$ cat src/rtl/regfile_sb.sv
// Parametrised multi-port register file with write-through bypass and a per-register
// pending (scoreboard) bit used to track outstanding loads.
module regfile_sb #(
    parameter int unsigned WIDTH   = 8,
    parameter int unsigned NREGS   = 8,
    parameter int unsigned AW      = $clog2(NREGS),
    parameter int unsigned NRP     = 2,
    parameter bit          ZERO_R0 = 1'b0,
    parameter bit          BYPASS  = 1'b1
) (
    input  logic                   ph1,
    input  logic                   reset,
    input  logic                   we_a,
    input  logic [AW-1:0]          wa_a,
    input  logic [WIDTH-1:0]       wd_a,
    input  logic                   we_b,
    input  logic [AW-1:0]          wa_b,
    input  logic [WIDTH-1:0]       wd_b,
    input  logic [NRP*AW-1:0]      ra,
    output logic [NRP*WIDTH-1:0]   rd,
    output logic [NRP-1:0]         rbusy,
    input  logic                   claim_en,
    input  logic [AW-1:0]          claim_addr,
    output logic                   claim_ok,
    output logic [NREGS-1:0]       busy_vec,
    output logic                   waw_err
);

    logic [WIDTH-1:0] mem_q [NREGS];
    logic [WIDTH-1:0] mem_d [NREGS];
    logic [NREGS-1:0] busy_q, busy_d;
    logic             waw_q, waw_d;

    // An address is usable when it maps to a real, writable register.
    function automatic logic addr_valid(input logic [AW-1:0] a);
        return (32'(a) < NREGS) && !(ZERO_R0 && (a == '0));
    endfunction

    // A same-cycle port-B return frees the register, so it may be re-claimed at once.
    assign claim_ok = claim_en && addr_valid(claim_addr) &&
                      (!busy_q[claim_addr] || (we_b && (wa_b == claim_addr)));

    for (genvar i = 0; i < NRP; i++) begin : g_rd
        logic [AW-1:0]    addr;
        logic             hit_a, hit_b;
        logic [WIDTH-1:0] data;
        logic             pend;

        assign addr = ra[i*AW +: AW];

        always_comb begin
            hit_b = BYPASS && we_b && (wa_b == addr);
            hit_a = BYPASS && we_a && (wa_a == addr);
            data  = '0;
            pend  = 1'b0;
            if (addr_valid(addr)) begin
                if (hit_b) begin
                    data = wd_b;
                end else if (hit_a) begin
                    data = wd_a;
                end else begin
                    data = mem_q[addr];
                end
                pend = busy_q[addr] && !hit_b;
            end
        end

        assign rd[i*WIDTH +: WIDTH] = data;
        assign rbusy[i]             = pend;
    end

    always_comb begin
        mem_d  = mem_q;
        busy_d = busy_q;
        waw_d  = 1'b0;
        if (we_a && addr_valid(wa_a)) begin
            mem_d[wa_a] = wd_a;
            waw_d       = busy_q[wa_a];
        end
        // Port B is applied last so it wins an address collision with port A.
        if (we_b && addr_valid(wa_b)) begin
            mem_d[wa_b]  = wd_b;
            busy_d[wa_b] = 1'b0;
        end
        if (claim_ok) begin
            busy_d[claim_addr] = 1'b1;
        end
    end

    always_ff @(posedge ph1) begin
        if (reset) begin
            mem_q  <= '{default: '0};
            busy_q <= '0;
            waw_q  <= 1'b0;
        end else begin
            mem_q  <= mem_d;
            busy_q <= busy_d;
            waw_q  <= waw_d;
        end
    end

    assign busy_vec = busy_q;
    assign waw_err  = waw_q;

endmodule

$ cat config.mk
export PLATFORM = sky130hd
export DESIGN_NAME = regfile_sb
export DESIGN_NICKNAME = d
export VERILOG_FILES = /design/src/rtl/regfile_sb.sv
export SDC_FILE = /design/constraint.sdc
export NUM_CORES = 1
export LEC_CHECK = 0
export ABC_AREA = 1
export BUFFER_PORTS_ARGS = -buffer_cell sky130_fd_sc_hd__buf_4
export CAP_MARGIN = 15
export CORE_MARGIN = 5
export CORE_UTILIZATION = 34
export CTS_CLUSTER_DIAMETER = 40
export DETAILED_ROUTE_END_ITERATION = 7
export PLACE_DENSITY_LB_ADDON = 0.15
export SLEW_MARGIN = 30
export SYNTH_ARGS = -nofsm -noshare
export SYNTH_HDL_FRONTEND = slang
export SYNTH_SLANG_ARGS = --single-unit
$ cat constraint.sdc
create_clock -name ph1 -period 1 [get_ports ph1]
set_input_delay 0.05 -clock ph1 [delete_from_list [all_inputs] [get_ports ph1]]
set_output_delay 0.05 -clock ph1 [all_outputs]
set_load 0.02 [all_outputs]
### Yosys cells after proc, flatten, opt, wreduce, memory -nomap -nowiden

Cells that the tools add are included.

* word-level logic and storage cells: 85
* input port bits: 36
* output and inout bits: 28
* register bits after elaboration: 73

* mux-type cells: 32
* equality and inequality tests: 5
* reductions and logical operators: 17
* $lt $le $gt $ge: 13
* bitwise logic cells: 8

Operators with widths (number)
* 64-bit bitwise mux: 2
* 64-bit two-way mux: 2
* 8-bit two-way mux: 12
* 8-bit binary-select mux with 3-bit select: 2
* 8-bit demux with 3-bit select: 2
* 3-bit by 4-bit less-than comparator with 1-bit output, second input constant: 5
* 4-bit greater-or-equal comparator, second input constant: 4
* 3-bit inverter with 4-bit output: 4
* 3-bit equality test: 5
* 1-bit binary-select mux with 3-bit select: 4
* 1-bit logical AND: 12
* 8-bit bitwise AND: 1
* 4-bit by 1-bit less-than comparator with 1-bit output, second input constant: 2
* 8-bit inverter: 1
* 8-bit OR: 1
* 1-bit demux with 3-bit select: 2
* 3-bit by 1-bit greater-or-equal comparator with 1-bit output, second input constant: 2
* 1-bit two-way mux: 6
* 1-bit zero test: 3
* 2-bit OR reduction: 1
* 1-bit logical OR: 1
* 1-bit inverter: 1

### Longest topological paths before layout

Gate-level depths: netlist of run 1.

* depth after elaboration: 9
* mapped depth: 10
* depth with buffers taken out: 9

### Worst setup path before layout of run 1

Ideal clock, no wire load.

* path kind: input-to-output
* from: in wa_b[2]
* to: out rd[9]
* required time: 0.950 ns
* path buffers: 2
* slack: -0.335 ns
* arrival time: 1.285 ns
* cell stages on the path: 7
* cells stage by stage: buf_2 > inv_1 > nand2_1 > a221oi_1 > nand2_1 > buf_2 > o21ai_0

* word-level cells in the longest chain between the ends: 3

RTL lines
* start: declaration: RTL line 17 `input logic [AW-1:0] wa_b,`
* 3-bit equality test: RTL line 52 `hit_b = BYPASS && we_b && (wa_b == addr);`
* 1-bit logical AND: RTL line 52
* 8-bit two-way mux: RTL line 57 `if (hit_b) begin`
* end: declaration: RTL line 20 `output logic [NRP*WIDTH-1:0] rd,`

No other way between the ends.

### Final worst setup path of run 1

* from: reg busy_q[5], in the netlist busy_vec[5]
* to: out claim_ok

* word-level cells in the longest chain between the ends: 5

RTL lines
* start: declaration: RTL line 31 `logic [NREGS-1:0] busy_q, busy_d;`
* start signal: assignment: RTL line 97 `busy_q <= busy_d;`
* 1-bit binary-select mux with 3-bit select: RTL line 41 `(!busy_q[claim_addr] || (we_b && (wa_b == claim_addr)));`
* 1-bit two-way mux (not written as such): RTL line 41
* 1-bit zero test: RTL line 41
* 1-bit logical OR: RTL line 41
* 1-bit logical AND: RTL line 40 `assign claim_ok = claim_en && addr_valid(claim_addr) &&`
* end: declaration: RTL line 24 `output logic claim_ok,`

No other way between the ends. The select of a mux whose other input is x is not followed.

==> flow_results.xml, run 1 <==
<?xml version="1.0" encoding="UTF-8"?>
<metrics>
  <group name="run_status">
    <metric name="run_status" unit="">complete, but fails checks</metric>
    <metric name="failed_checks" unit="">setup timing</metric>
  </group>
  <group name="drt">
    <metric name="ant_nets" unit="">0</metric>
    <metric name="post_drt_wl_per_cell" unit="um">17.7</metric>
    <metric name="finalWirelength" unit="um">22700</metric>
    <metric name="number_of_iterations_in_the_first_detailed_routing_pass" unit="">7</metric>
    <metric name="post-route-drc-count" unit="">0</metric>
    <metric name="detailedRoute.firstIterationViolations" unit="">647</metric>
    <metric name="vias_cell" unit="">5.23</metric>
    <metric name="via_count" unit="">6730</metric>
  </group>
  <group name="die">
    <metric name="fp.dieW" unit="um">137</metric>
    <metric name="die_area" unit="um2">18700</metric>
    <metric name="core" unit="um2">15800</metric>
    <metric name="initial_core_util" unit="%">34.5</metric>
    <metric name="pin_count" unit="">64</metric>
    <metric name="fp.dieH" unit="um">137</metric>
    <metric name="placementRows" unit="">46</metric>
  </group>
  <group name="synthesis">
    <metric name="synthDominantAreaCellType" unit="">sky130_fd_sc_hd__dfxtp_1</metric>
    <metric name="synth_top_area_share" unit="%">26.8</metric>
    <metric name="synth_seq_area_share" unit="%">26.8</metric>
    <metric name="ys_types" unit="">28</metric>
    <metric name="ys_top_cells_by_area" unit="">sky130_fd_sc_hd__dfxtp_1 27%, sky130_fd_sc_hd__nand2_1 16%, sky130_fd_sc_hd__o21ai_0 12%, sky130_fd_sc_hd__o211ai_1 9.6%, sky130_fd_sc_hd__inv_1 7.8%</metric>
    <metric name="avgSynthCellArea" unit="um2">5.87</metric>
    <metric name="netlist_instances" unit="">930</metric>
    <metric name="ys_warn_count" unit="">0</metric>
    <metric name="mappedNetlistNets" unit="">966</metric>
    <metric name="ys_ff_latch" unit="">73</metric>
    <metric name="syn-cell-area" unit="um2">5460</metric>
  </group>
  <group name="run">
    <metric name="drv.max_cap_violation_count" unit="">0</metric>
  </group>
  <group name="sta">
    <metric name="rsz_0062_raised_after_global_routing" unit="">true</metric>
    <metric name="worst_slew_pin_slew" unit="ns">0.341</metric>
    <metric name="fmax" unit="MHz">655</metric>
    <metric name="fin_worst_skew" unit="ns">0.00623</metric>
    <metric name="timing.slew.headroom" unit="%">77.2</metric>
    <metric name="final_number_of_hold_violating_endpoints" unit="">0</metric>
    <metric name="post-route-period-util" unit="%">153</metric>
    <metric name="slew_viol_final" unit="">0</metric>
    <metric name="final_critical_path_setup_slack" unit="ns">-0.527</metric>
    <metric name="final.min_clock_period" unit="ns">1.53</metric>
    <metric name="setup_violations" unit="">29</metric>
    <metric name="timing.hold.ws" unit="ns">0.0299</metric>
  </group>
  <group name="cts">
    <metric name="insertion_delay" unit="ns">0.35</metric>
    <metric name="cts_htree_levels" unit="">3</metric>
    <metric name="tritoncts_num_sinks" unit="">73</metric>
    <metric name="tritoncts_buffers" unit="">9</metric>
    <metric name="root_buffer" unit="">sky130_fd_sc_hd__clkbuf_16</metric>
    <metric name="tritoncts" unit="">yes</metric>
    <metric name="clkSlewWorstSetupHoldPaths" unit="ns">0.06</metric>
    <metric name="clock_path_buffers" unit="">2</metric>
  </group>
  <group name="finish">
    <metric name="finalCoreUtilization" unit="%">50.9</metric>
    <metric name="antennaDiodeCount" unit="">0</metric>
    <metric name="layout-area-overhead-vs-synth" unit="%">47.7</metric>
    <metric name="post_route_non_filler_standard_cell_count" unit="">1287</metric>
    <metric name="final_layout_size_suffix_gt1_share" unit="%">35.4</metric>
    <metric name="design.final.nets" unit="">1102</metric>
    <metric name="fin_area" unit="um2">8060</metric>
  </group>
  <group name="power_and_ir_drop">
    <metric name="leakage" unit="nW">3.73</metric>
    <metric name="p_total" unit="mW">9.39</metric>
    <metric name="powerDensity" unit="nW/um2">1170</metric>
    <metric name="maximum_vdd_drop" unit="mV">1.08</metric>
  </group>
  <group name="global_routing">
    <metric name="first_global_vias" unit="">6131</metric>
    <metric name="antenna_found_initial" unit="">0</metric>
    <metric name="globalRouteOverflowTotal" unit="">0</metric>
    <metric name="grt_first_pass_wirelength" unit="um">34700</metric>
    <metric name="groute.usage.overall" unit="%">24.2</metric>
    <metric name="maximum_number_of_pins_on_one_net_before_global_route_repair" unit="">35</metric>
  </group>
  <group name="critical_path">
    <metric name="critPathKind" unit="">flip-flop to output port</metric>
    <metric name="worst-endpoint-arrival" unit="ns">1.48</metric>
    <metric name="crit_path_max_fanout" unit="">2</metric>
    <metric name="slowest_stage" unit="">sky130_fd_sc_hd__dfxtp_4</metric>
    <metric name="cell_chain_critical_path" unit="">inv_2 -&gt; nand2_1 -&gt; nand2_1 -&gt; nor2_1 -&gt; nor2_1 -&gt; nand2_1 -&gt; buf_4 -&gt; a21boi_2 -&gt; buf_4</metric>
    <metric name="critPathCaptureType" unit="">output port</metric>
    <metric name="r2r_setup_slk" unit="ns">-0.37</metric>
    <metric name="critPathMaxStageDelay" unit="ns">0.34</metric>
    <metric name="critPathLaunchType" unit="">flip-flop</metric>
    <metric name="worstPathRequired" unit="ns">0.95</metric>
    <metric name="critical_path.most_common_cell" unit="">sky130_fd_sc_hd__nand2_1</metric>
  </group>
  <group name="place">
    <metric name="port-buffer-count" unit="">63</metric>
    <metric name="placed_cell_area" unit="um2">7140</metric>
    <metric name="post-dp-hpwl" unit="um">16200</metric>
    <metric name="dpl.cell_count" unit="">1263</metric>
    <metric name="global_placer_s_final_weighted_congestion" unit="">0.912</metric>
  </group>
  <group name="worst_hold_path">
    <metric name="holdCritPathClass" unit="">input port to flip-flop</metric>
  </group>
</metrics>
worst max-delay path: cells and delay by family (launching register included):
kind,cells,cell delay (ns)
flip-flops,1,0.34
AND/OR/NAND/NOR,5,0.35
buffers and inverters,3,0.34
AO/OA/AOI/OAI,1,0.11
through the flow:
step	setup slack, ns	TNS [ns]
CTS	-0.524	-10.58
finish	-0.527	-11.09
global route	-0.651	-13.86
global placement	-0.383	-19.82
detailed placement	-0.387	-20.05
floorplan	-0.0770	-0.718
cell usage after synthesis:
library cell and count:
sky130_fd_sc_hd__o211ai_2 1, sky130_fd_sc_hd__nor2_1 61, sky130_fd_sc_hd__a21boi_0 1, sky130_fd_sc_hd__clkbuf_1 22, sky130_fd_sc_hd__nand2_2 6, sky130_fd_sc_hd__a211oi_1 2
sky130_fd_sc_hd__nor2_2 10, sky130_fd_sc_hd__a21oi_1 49, sky130_fd_sc_hd__a221oi_1 2, sky130_fd_sc_hd__dfxtp_1 73, sky130_fd_sc_hd__nand3_1 64, sky130_fd_sc_hd__clkbuf_2 1
sky130_fd_sc_hd__o21ai_0 131, sky130_fd_sc_hd__clkinv_1 1, sky130_fd_sc_hd__o211ai_1 70, sky130_fd_sc_hd__inv_2 14, sky130_fd_sc_hd__a41oi_1 1, sky130_fd_sc_hd__inv_1 114
sky130_fd_sc_hd__nor3_2 1, sky130_fd_sc_hd__nand2_1 237, sky130_fd_sc_hd__buf_2 30, sky130_fd_sc_hd__nor3_1 6, sky130_fd_sc_hd__buf_4 3, sky130_fd_sc_hd__xnor2_1 1
sky130_fd_sc_hd__nand4_1 5, sky130_fd_sc_hd__nor2_4 1, sky130_fd_sc_hd__o21ai_1 9, sky130_fd_sc_hd__o22ai_1 14
final timing paths:
path,startpoint,endpoint,depth (start not counted)
max,busy_vec[5],claim_ok,9
min,claim_en,busy_vec[3],3
max reg2reg,busy_vec[5],busy_vec[6],11
min reg2reg,busy_vec[1],busy_vec[1],2
layer usage:
layer  part of all wire (%)  track usage [%]  wire length, um  vias to the layer above
li1                       -                -                -                     3366
met1                     45             33.6            10200                     3074
met2                     46             38.9            10400                      250
met3                    6.2             3.35             1420                       40
met4                    3.0             7.67              676                        0
met5                      0                0                0                        -
placed cells by master, fill, tap and decap left out, types with 10 or more instances in the layout:
master | Yosys | layout
sky130_fd_sc_hd__nand3_1 | 64 | 46
sky130_fd_sc_hd__buf_12 | 0 | 21
sky130_fd_sc_hd__a21oi_2 | 0 | 15
sky130_fd_sc_hd__nor2_2 | 10 | 15
sky130_fd_sc_hd__buf_4 | 3 | 119
sky130_fd_sc_hd__inv_1 | 114 | 100
sky130_fd_sc_hd__o21ai_2 | 0 | 10
sky130_fd_sc_hd__nor2_1 | 61 | 48
sky130_fd_sc_hd__o21ai_1 | 9 | 47
sky130_fd_sc_hd__inv_2 | 14 | 26
sky130_fd_sc_hd__a21oi_1 | 49 | 34
sky130_fd_sc_hd__dfxtp_1 | 73 | 21
sky130_fd_sc_hd__buf_6 | 0 | 39
sky130_fd_sc_hd__nand2_2 | 6 | 22
sky130_fd_sc_hd__nand3_2 | 0 | 16
sky130_fd_sc_hd__dfxtp_2 | 0 | 45
sky130_fd_sc_hd__o211ai_1 | 70 | 70
sky130_fd_sc_hd__nand2_1 | 237 | 219
sky130_fd_sc_hd__o21ai_0 | 131 | 82
sky130_fd_sc_hd__clkbuf_16 | 0 | 10
where the power goes:
| group | leakage, nW | internal, mW | total (mW) | switching (mW) |
|---|---|---|---|---|
| clock | 0.151 | 2.13 | 3.49 | 1.36 |
| combinational | 2.96 | 1.16 | 2.72 | 1.56 |
| sequential | 0.620 | 3.06 | 3.18 | 0.125 |
| total | 3.73 | 6.35 | 9.39 | 3.04 |
cell type report:
class	instances	area (um2)
sequential	73	1540
timing repair buffer	181	1790
multi-input combinational	672	3650
fill	1591	7770
tap	216	270
inverter	129	487
clock buffer	12	267
clock inverter	4	50.0
kinds of logic after synthesis:
kind of cell	Yosys count	share of synthesized area [%]
xor+xnor	1	0.161
flops	73	26.8
compound gates	280	29.7
buf+inv	185	13.6
simple gates	391	29.7
state kept, by name (all words and copies together), names as in the netlist:
register and count:
mem_q 64, busy_vec 8, waw_err 1
repair_timing:
action,4_1_cts,5_1_grt
gates resized for setup,128,93
pin swaps,68,75
buffers inserted,3,4
endpoints found under the hold margin,1,0
cloned,0,1
setup endpoints to repair,33,53
hold buffers,1,0
(Power assumes the default switching activity.)
==> inputs of run 2 (changes only) <==
Settings changed: MAX_ROUTING_LAYER from default to met4.
==> flow_results.xml, run 2 (synthesis gave the netlist of run 1 again) <==
<?xml version="1.0" encoding="UTF-8"?>
<metrics>
  <group name="power_and_ir_drop">
    <metric name="p_total" unit="mW">9.41</metric>
    <metric name="pwr-share-comb" unit="%">28.9</metric>
    <metric name="total_switching_power" unit="mW">3.05</metric>
    <metric name="maximum_vdd_drop" unit="mV">1.08</metric>
    <metric name="leakage" unit="nW">3.73</metric>
    <metric name="intPower" unit="mW">6.35</metric>
    <metric name="share_seq_of_total_power" unit="%">33.9</metric>
    <metric name="proportion_of_total_power_due_to_net_switching" unit="%">32.5</metric>
    <metric name="clockPowerShare" unit="%">37.2</metric>
    <metric name="powerDensity" unit="nW/um2">1170</metric>
  </group>
  <group name="sta">
    <metric name="final.min_clock_period" unit="ns">1.53</metric>
    <metric name="setup_tns" unit="ns">-11.09</metric>
    <metric name="final_number_of_hold_violating_endpoints" unit="">0</metric>
    <metric name="setup_violations" unit="">29</metric>
    <metric name="rsz_0062_raised_after_global_routing" unit="">true</metric>
    <metric name="slew_viol_final" unit="">0</metric>
    <metric name="worst_slew_pin_slew" unit="ns">0.330</metric>
    <metric name="timing.slew.headroom" unit="%">77.8</metric>
    <metric name="fin_worst_skew" unit="ns">0.00594</metric>
    <metric name="final_critical_path_setup_slack" unit="ns">-0.529</metric>
    <metric name="fmax" unit="MHz">654</metric>
    <metric name="post-route-period-util" unit="%">153</metric>
  </group>
  <group name="drt">
    <metric name="post_drt_wl_per_cell" unit="um">17.7</metric>
    <metric name="number_of_iterations_in_the_first_detailed_routing_pass" unit="">6</metric>
    <metric name="ant_nets" unit="">0</metric>
    <metric name="post-route-drc-count" unit="">0</metric>
    <metric name="via_count" unit="">6711</metric>
    <metric name="detailedRoute.firstIterationViolations" unit="">655</metric>
    <metric name="vias_cell" unit="">5.21</metric>
    <metric name="finalWirelength" unit="um">22800</metric>
  </group>
  <group name="cts">
    <metric name="clock_path_buffers" unit="">2</metric>
    <metric name="tritoncts_num_sinks" unit="">73</metric>
    <metric name="tritoncts_buffers" unit="">9</metric>
    <metric name="cts_htree_levels" unit="">3</metric>
    <metric name="tritoncts" unit="">yes</metric>
    <metric name="root_buffer" unit="">sky130_fd_sc_hd__clkbuf_16</metric>
    <metric name="clkSlewWorstSetupHoldPaths" unit="ns">0.06</metric>
    <metric name="insertion_delay" unit="ns">0.35</metric>
  </group>
  <group name="critical_path">
    <metric name="cell_chain_critical_path" unit="">inv_2 -&gt; nand2_1 -&gt; nand2_1 -&gt; nor2_1 -&gt; nor2_1 -&gt; nand2_1 -&gt; buf_4 -&gt; a21boi_2 -&gt; buf_4</metric>
    <metric name="critical_path.most_common_cell" unit="">sky130_fd_sc_hd__nand2_1</metric>
    <metric name="crit_family" unit="">simple AND/OR/NAND/NOR gates</metric>
    <metric name="critPathKind" unit="">flip-flop to output port</metric>
    <metric name="slowest_stage" unit="">sky130_fd_sc_hd__dfxtp_4</metric>
    <metric name="worstPathRequired" unit="ns">0.95</metric>
    <metric name="worst-endpoint-arrival" unit="ns">1.48</metric>
    <metric name="worstPathBufferInverterCount" unit="">3</metric>
    <metric name="crit_path_max_fanout" unit="">2</metric>
    <metric name="critPathCaptureType" unit="">output port</metric>
    <metric name="critPathMaxStageDelay" unit="ns">0.34</metric>
    <metric name="critPathLaunchType" unit="">flip-flop</metric>
  </group>
  <group name="worst_hold_path">
    <metric name="holdCritPathClass" unit="">input port to flip-flop</metric>
  </group>
  <group name="die">
    <metric name="core" unit="um2">15800</metric>
    <metric name="fp.dieH" unit="um">137</metric>
    <metric name="placementRows" unit="">46</metric>
    <metric name="fp.dieW" unit="um">137</metric>
    <metric name="initial_core_util" unit="%">34.5</metric>
    <metric name="pin_count" unit="">64</metric>
    <metric name="die_area" unit="um2">18700</metric>
  </group>
  <group name="run_status">
    <metric name="run_status" unit="">complete, but fails checks</metric>
    <metric name="failed_checks" unit="">setup timing</metric>
  </group>
  <group name="global_routing">
    <metric name="antenna_found_initial" unit="">0</metric>
    <metric name="first_global_vias" unit="">6141</metric>
    <metric name="globalRouteOverflowTotal" unit="">0</metric>
    <metric name="maximum_number_of_pins_on_one_net_before_global_route_repair" unit="">35</metric>
    <metric name="grt_first_pass_wirelength" unit="um">34700</metric>
    <metric name="groute.usage.overall" unit="%">24.9</metric>
  </group>
  <group name="finish">
    <metric name="finalCoreUtilization" unit="%">50.9</metric>
    <metric name="n_fill_cell" unit="">1590</metric>
    <metric name="layout-area-overhead-vs-synth" unit="%">47.8</metric>
    <metric name="multi_input_logic_area" unit="um2">3660</metric>
    <metric name="largest_register_by_flop_count" unit="">mem_q</metric>
    <metric name="design.final.nets" unit="">1102</metric>
    <metric name="layout_commonest_cell" unit="">sky130_fd_sc_hd__nand2_1</metric>
    <metric name="regArea" unit="um2">1540</metric>
    <metric name="flip_flop_count_of_the_largest_register_all_copies_and_words_added" unit="">64</metric>
    <metric name="antennaDiodeCount" unit="">0</metric>
    <metric name="final_layout_size_suffix_gt1_share" unit="%">35.5</metric>
    <metric name="fin_area" unit="um2">8060</metric>
    <metric name="most-common-layout-cells" unit="">218 x sky130_fd_sc_hd__nand2_1, 119 x sky130_fd_sc_hd__buf_4, 100 x sky130_fd_sc_hd__inv_1, 82 x sky130_fd_sc_hd__o21ai_0, 70 x sky130_fd_sc_hd__o211ai_1</metric>
  </group>
  <group name="place">
    <metric name="global_placer_s_final_weighted_congestion" unit="">0.928</metric>
    <metric name="preCtsSetupSlack" unit="ns">-0.387</metric>
    <metric name="placed_cell_area" unit="um2">7140</metric>
    <metric name="post-dp-hpwl" unit="um">16200</metric>
    <metric name="port-buffer-count" unit="">63</metric>
  </group>
  <group name="run">
    <metric name="drv.max_cap_violation_count" unit="">0</metric>
  </group>
</metrics>
run 2: cell counts in the layout (fill, tap and decap cells not counted):
No cell type changed its count.
run 2: metal layers:
layer,part of all wire (%),global-route usage [%],vias up
met5,0,-,-
met3,6.2,3.27,46
met1,45,33.5,3050
met4,3.2,7.67,0
li1,-,-,3362
met2,46,39.0,253
run 2: cell type report:
cell class,instances,share of cell area (%)
Clock buffer,12,3.31
Clock inverter,4,0.621
Inverter,129,6.04
Multi-Input combinational cell,672,45.4
Sequential cell,73,19.1
Tap cell,216,3.35
Timing Repair Buffer,181,22.2
run 2: repair_timing:
action / in CTS / in global routing
resized for setup: 128 / 94
hold buffers: 1 / 0
pin swaps: 68 / 76
hold endpoints to repair: 1 / 0
gates cloned: 0 / 1
setup endpoints to repair: 33 / 53
buffers inserted: 3 / 4
run 2: worst paths after layout:
| path | end | cells past startpoint | slack [ns] | from |
|---|---|---|---|---|
| worst max register to register | busy_vec[6] | 11 | -0.37 | busy_vec[5] |
| worst min register to register | busy_vec[1] | 2 | 0.54 | busy_vec[1] |
| worst min-delay path | busy_vec[3] | 3 | 0.03 | claim_en |
| worst max-delay path | claim_ok | 9 | -0.53 | busy_vec[5] |
run 2: through the flow:
stage / instances / hold WS, ns
global placement: 1263 / 0.363
finish: 1287 / 0.0297
detailed placement: 1263 / 0.363
CTS: 1282 / 0.00948
global route: 1287 / 0.0370
floorplan: 930 / 0.177
run 2: tightest hold or removal path, delay by kind of cell:
kind                   cells  cell delay [ns]
AO/OA/AOI/OAI              1             0.04
buffers and inverters      1             0.16
AND/OR/NAND/NOR            1             0.08
run 2: power by group through the flow:
stage	sequential, mW	clock [mW]	combinational (mW)
after floorplan	3.20	0	1.33
after global placement	3.22	0	2.38
after detailed placement	3.22	0	2.38
after CTS	3.17	3.56	2.57
after global routing	3.20	3.67	2.94
final	3.19	3.50	2.72
==> inputs of run 3 (changes only) <==
Settings changed: CORE_UTILIZATION 34 to 54.
==> flow_results.xml, run 3 (synthesis gave the netlist of run 1 again) <==
<?xml version="1.0" encoding="UTF-8"?>
<metrics>
  <group name="run_status">
    <metric name="run_status" unit="">complete, but fails checks</metric>
    <metric name="failed_checks" unit="">setup timing</metric>
  </group>
  <group name="critical_path">
    <metric name="timing.rr.start" unit="">busy_vec[6]</metric>
    <metric name="crit_path_max_fanout" unit="">2</metric>
    <metric name="worstPathRequired" unit="ns">0.95</metric>
    <metric name="worst-endpoint-arrival" unit="ns">1.51</metric>
    <metric name="critPathLaunchType" unit="">flip-flop</metric>
    <metric name="r2r_setup_slk" unit="ns">-0.31</metric>
    <metric name="critPathCaptureType" unit="">output port</metric>
    <metric name="ff2ff_path_depth" unit="">8</metric>
    <metric name="critical_path_start" unit="">mem_q[19]</metric>
    <metric name="critPathKind" unit="">flip-flop to output port</metric>
    <metric name="r2r-end" unit="">busy_vec[2]</metric>
  </group>
  <group name="drt">
    <metric name="detailedRoute.firstIterationViolations" unit="">864</metric>
    <metric name="post_drt_wl_per_cell" unit="um">18.3</metric>
    <metric name="finalWirelength" unit="um">21800</metric>
    <metric name="via_count" unit="">7085</metric>
    <metric name="ant_nets" unit="">0</metric>
    <metric name="post-route-drc-count" unit="">0</metric>
    <metric name="vias_cell" unit="">5.94</metric>
    <metric name="number_of_iterations_in_the_first_detailed_routing_pass" unit="">7</metric>
  </group>
  <group name="sta">
    <metric name="rsz_0062_raised_after_global_routing" unit="">true</metric>
    <metric name="worst_slew_pin_slew" unit="ns">0.440</metric>
    <metric name="post-route-period-util" unit="%">156</metric>
    <metric name="setup_tns" unit="ns">-11.68</metric>
    <metric name="fmax" unit="MHz">640</metric>
    <metric name="fin_worst_skew" unit="ns">0.00228</metric>
    <metric name="slew_viol_final" unit="">0</metric>
    <metric name="final_critical_path_setup_slack" unit="ns">-0.563</metric>
    <metric name="final.min_clock_period" unit="ns">1.56</metric>
    <metric name="timing.slew.headroom" unit="%">70.6</metric>
    <metric name="final_number_of_hold_violating_endpoints" unit="">0</metric>
    <metric name="setup_violations" unit="">33</metric>
  </group>
  <group name="finish">
    <metric name="design.final.nets" unit="">1090</metric>
    <metric name="flip_flop_count_of_the_largest_register_all_copies_and_words_added" unit="">64</metric>
    <metric name="final_layout_size_suffix_gt1_share" unit="%">33.1</metric>
    <metric name="antennaDiodeCount" unit="">0</metric>
    <metric name="fin_area" unit="um2">7540</metric>
    <metric name="layout-area-overhead-vs-synth" unit="%">38.3</metric>
    <metric name="layout_commonest_cell" unit="">sky130_fd_sc_hd__nand2_1</metric>
    <metric name="largest_register_by_flop_count" unit="">mem_q</metric>
    <metric name="most-common-layout-cells" unit="">221 x sky130_fd_sc_hd__nand2_1, 117 x sky130_fd_sc_hd__buf_4, 97 x sky130_fd_sc_hd__inv_1, 86 x sky130_fd_sc_hd__o21ai_0, 70 x sky130_fd_sc_hd__o211ai_1</metric>
  </group>
  <group name="run">
    <metric name="drv.max_cap_violation_count" unit="">0</metric>
  </group>
  <group name="die">
    <metric name="die_area" unit="um2">12200</metric>
    <metric name="placementRows" unit="">36</metric>
    <metric name="pin_count" unit="">64</metric>
    <metric name="initial_core_util" unit="%">55.6</metric>
    <metric name="core" unit="um2">9820</metric>
    <metric name="fp.dieW" unit="um">111</metric>
    <metric name="fp.dieH" unit="um">111</metric>
  </group>
  <group name="cts">
    <metric name="tritoncts_buffers" unit="">9</metric>
    <metric name="insertion_delay" unit="ns">0.37</metric>
    <metric name="clock_path_buffers" unit="">2</metric>
    <metric name="cts_htree_levels" unit="">3</metric>
    <metric name="tritoncts" unit="">yes</metric>
    <metric name="tritoncts_num_sinks" unit="">73</metric>
    <metric name="clkSlewWorstSetupHoldPaths" unit="ns">0.08</metric>
    <metric name="root_buffer" unit="">sky130_fd_sc_hd__clkbuf_8</metric>
  </group>
  <group name="worst_hold_path">
    <metric name="min_delay_path_depth" unit="">5</metric>
    <metric name="holdCritStartpoint" unit="">wd_a[5]</metric>
    <metric name="worstHoldEndpoint" unit="">mem_q[5]</metric>
    <metric name="holdCritPathClass" unit="">input port to flip-flop</metric>
  </group>
  <group name="power_and_ir_drop">
    <metric name="p_total" unit="mW">7.93</metric>
    <metric name="maximum_vdd_drop" unit="mV">0.873</metric>
    <metric name="leakage" unit="nW">3.53</metric>
    <metric name="powerDensity" unit="nW/um2">1050</metric>
  </group>
  <group name="global_routing">
    <metric name="globalRouteOverflowTotal" unit="">0</metric>
    <metric name="groute.usage.overall" unit="%">35.1</metric>
    <metric name="first_global_vias" unit="">6455</metric>
    <metric name="maximum_number_of_pins_on_one_net_before_global_route_repair" unit="">53</metric>
    <metric name="antenna_found_initial" unit="">0</metric>
    <metric name="grt_first_pass_wirelength" unit="um">33700</metric>
  </group>
  <group name="place">
    <metric name="global_placer_s_final_weighted_congestion" unit="">1.03</metric>
    <metric name="post-dp-hpwl" unit="um">14700</metric>
    <metric name="preCtsSetupSlack" unit="ns">-0.412</metric>
    <metric name="port-buffer-count" unit="">63</metric>
    <metric name="placed_cell_area" unit="um2">6880</metric>
  </group>
</metrics>
run 3: cell count changes in the layout (fill, tap and decap cells not counted), moves of 5 or more:
cell / change
sky130_fd_sc_hd__buf_6: -6
sky130_fd_sc_hd__dfxtp_2: -8
sky130_fd_sc_hd__a21oi_1: -6
sky130_fd_sc_hd__inv_2: +5
sky130_fd_sc_hd__a21oi_2: +6
sky130_fd_sc_hd__nor2_1: +8
sky130_fd_sc_hd__clkbuf_16: -10
sky130_fd_sc_hd__clkbuf_8: +6
sky130_fd_sc_hd__nor2_2: -6
sky130_fd_sc_hd__dfxtp_1: +8
sky130_fd_sc_hd__buf_12: -6
run 3: what timing repair did:
item | 4_1_cts | 5_1_grt
setup endpoints to repair | 33 | 37
hold buffers | 4 | 0
resized for setup | 111 | 84
buffers inserted | 1 | 4
gates cloned | 0 | 0
pin swaps | 59 | 52
hold endpoints to repair | 9 | 0
run 3: critical path, cell delays in order (launching register included):
cell and delay, ns:
sky130_fd_sc_hd__dfxtp_2 0.36, sky130_fd_sc_hd__inv_2 0.05, sky130_fd_sc_hd__a21oi_2 0.12, sky130_fd_sc_hd__o21ai_1 0.06, sky130_fd_sc_hd__o21ai_1 0.09, sky130_fd_sc_hd__nand2_1 0.12, sky130_fd_sc_hd__nand3_2 0.08, sky130_fd_sc_hd__nand3_2 0.08
sky130_fd_sc_hd__nand2_2 0.08, sky130_fd_sc_hd__buf_6 0.11
run 3: layout make-up:
type	count	area [um2]
Clock buffer	10	128
Clock inverter	6	33.8
Fill cell	799	2270
Inverter	129	484
Multi-Input combinational cell	672	3610
Sequential cell	73	1530
Tap cell	133	166
Timing Repair Buffer	169	1590
run 3: worst max-delay path by stage:
| stage | to | slack, ns | depth (start not counted) |
|---|---|---|---|
| after floorplan | busy_vec[1] | -0.08 | 9 |
| after global placement | rd[15] | -0.36 | 9 |
| after detailed placement | rd[15] | -0.41 | 9 |
| after CTS | rd[11] | -0.56 | 9 |
| after global routing | rd[11] | -0.62 | 9 |
| final | rd[11] | -0.56 | 9 |
run 3: routing by layer:
metal	global-route usage (%)	up-vias	wire length, um
li1	-	3340	-
met1	43.2	3178	8530
met2	53.8	473	9600
met3	7.66	94	2580
met4	18.1	0	1120
met5	-	-	0
run 3: metrics by stage:
step	hold slack (ns)	util, %	std cells
CTS	0.0112	74.6	1190
global placement	0.362	70.0	1169
detailed placement	0.361	70.0	1169
finish	0.0297	76.8	1192
floorplan	0.177	-	930
global route	0.0601	76.8	1192
run 3: where the power goes:
group	switching, mW	internal [mW]	total, mW
Combinational	1.53	1.09	2.62
Sequential	0.122	3.05	3.17
Clock	1.25	0.886	2.14
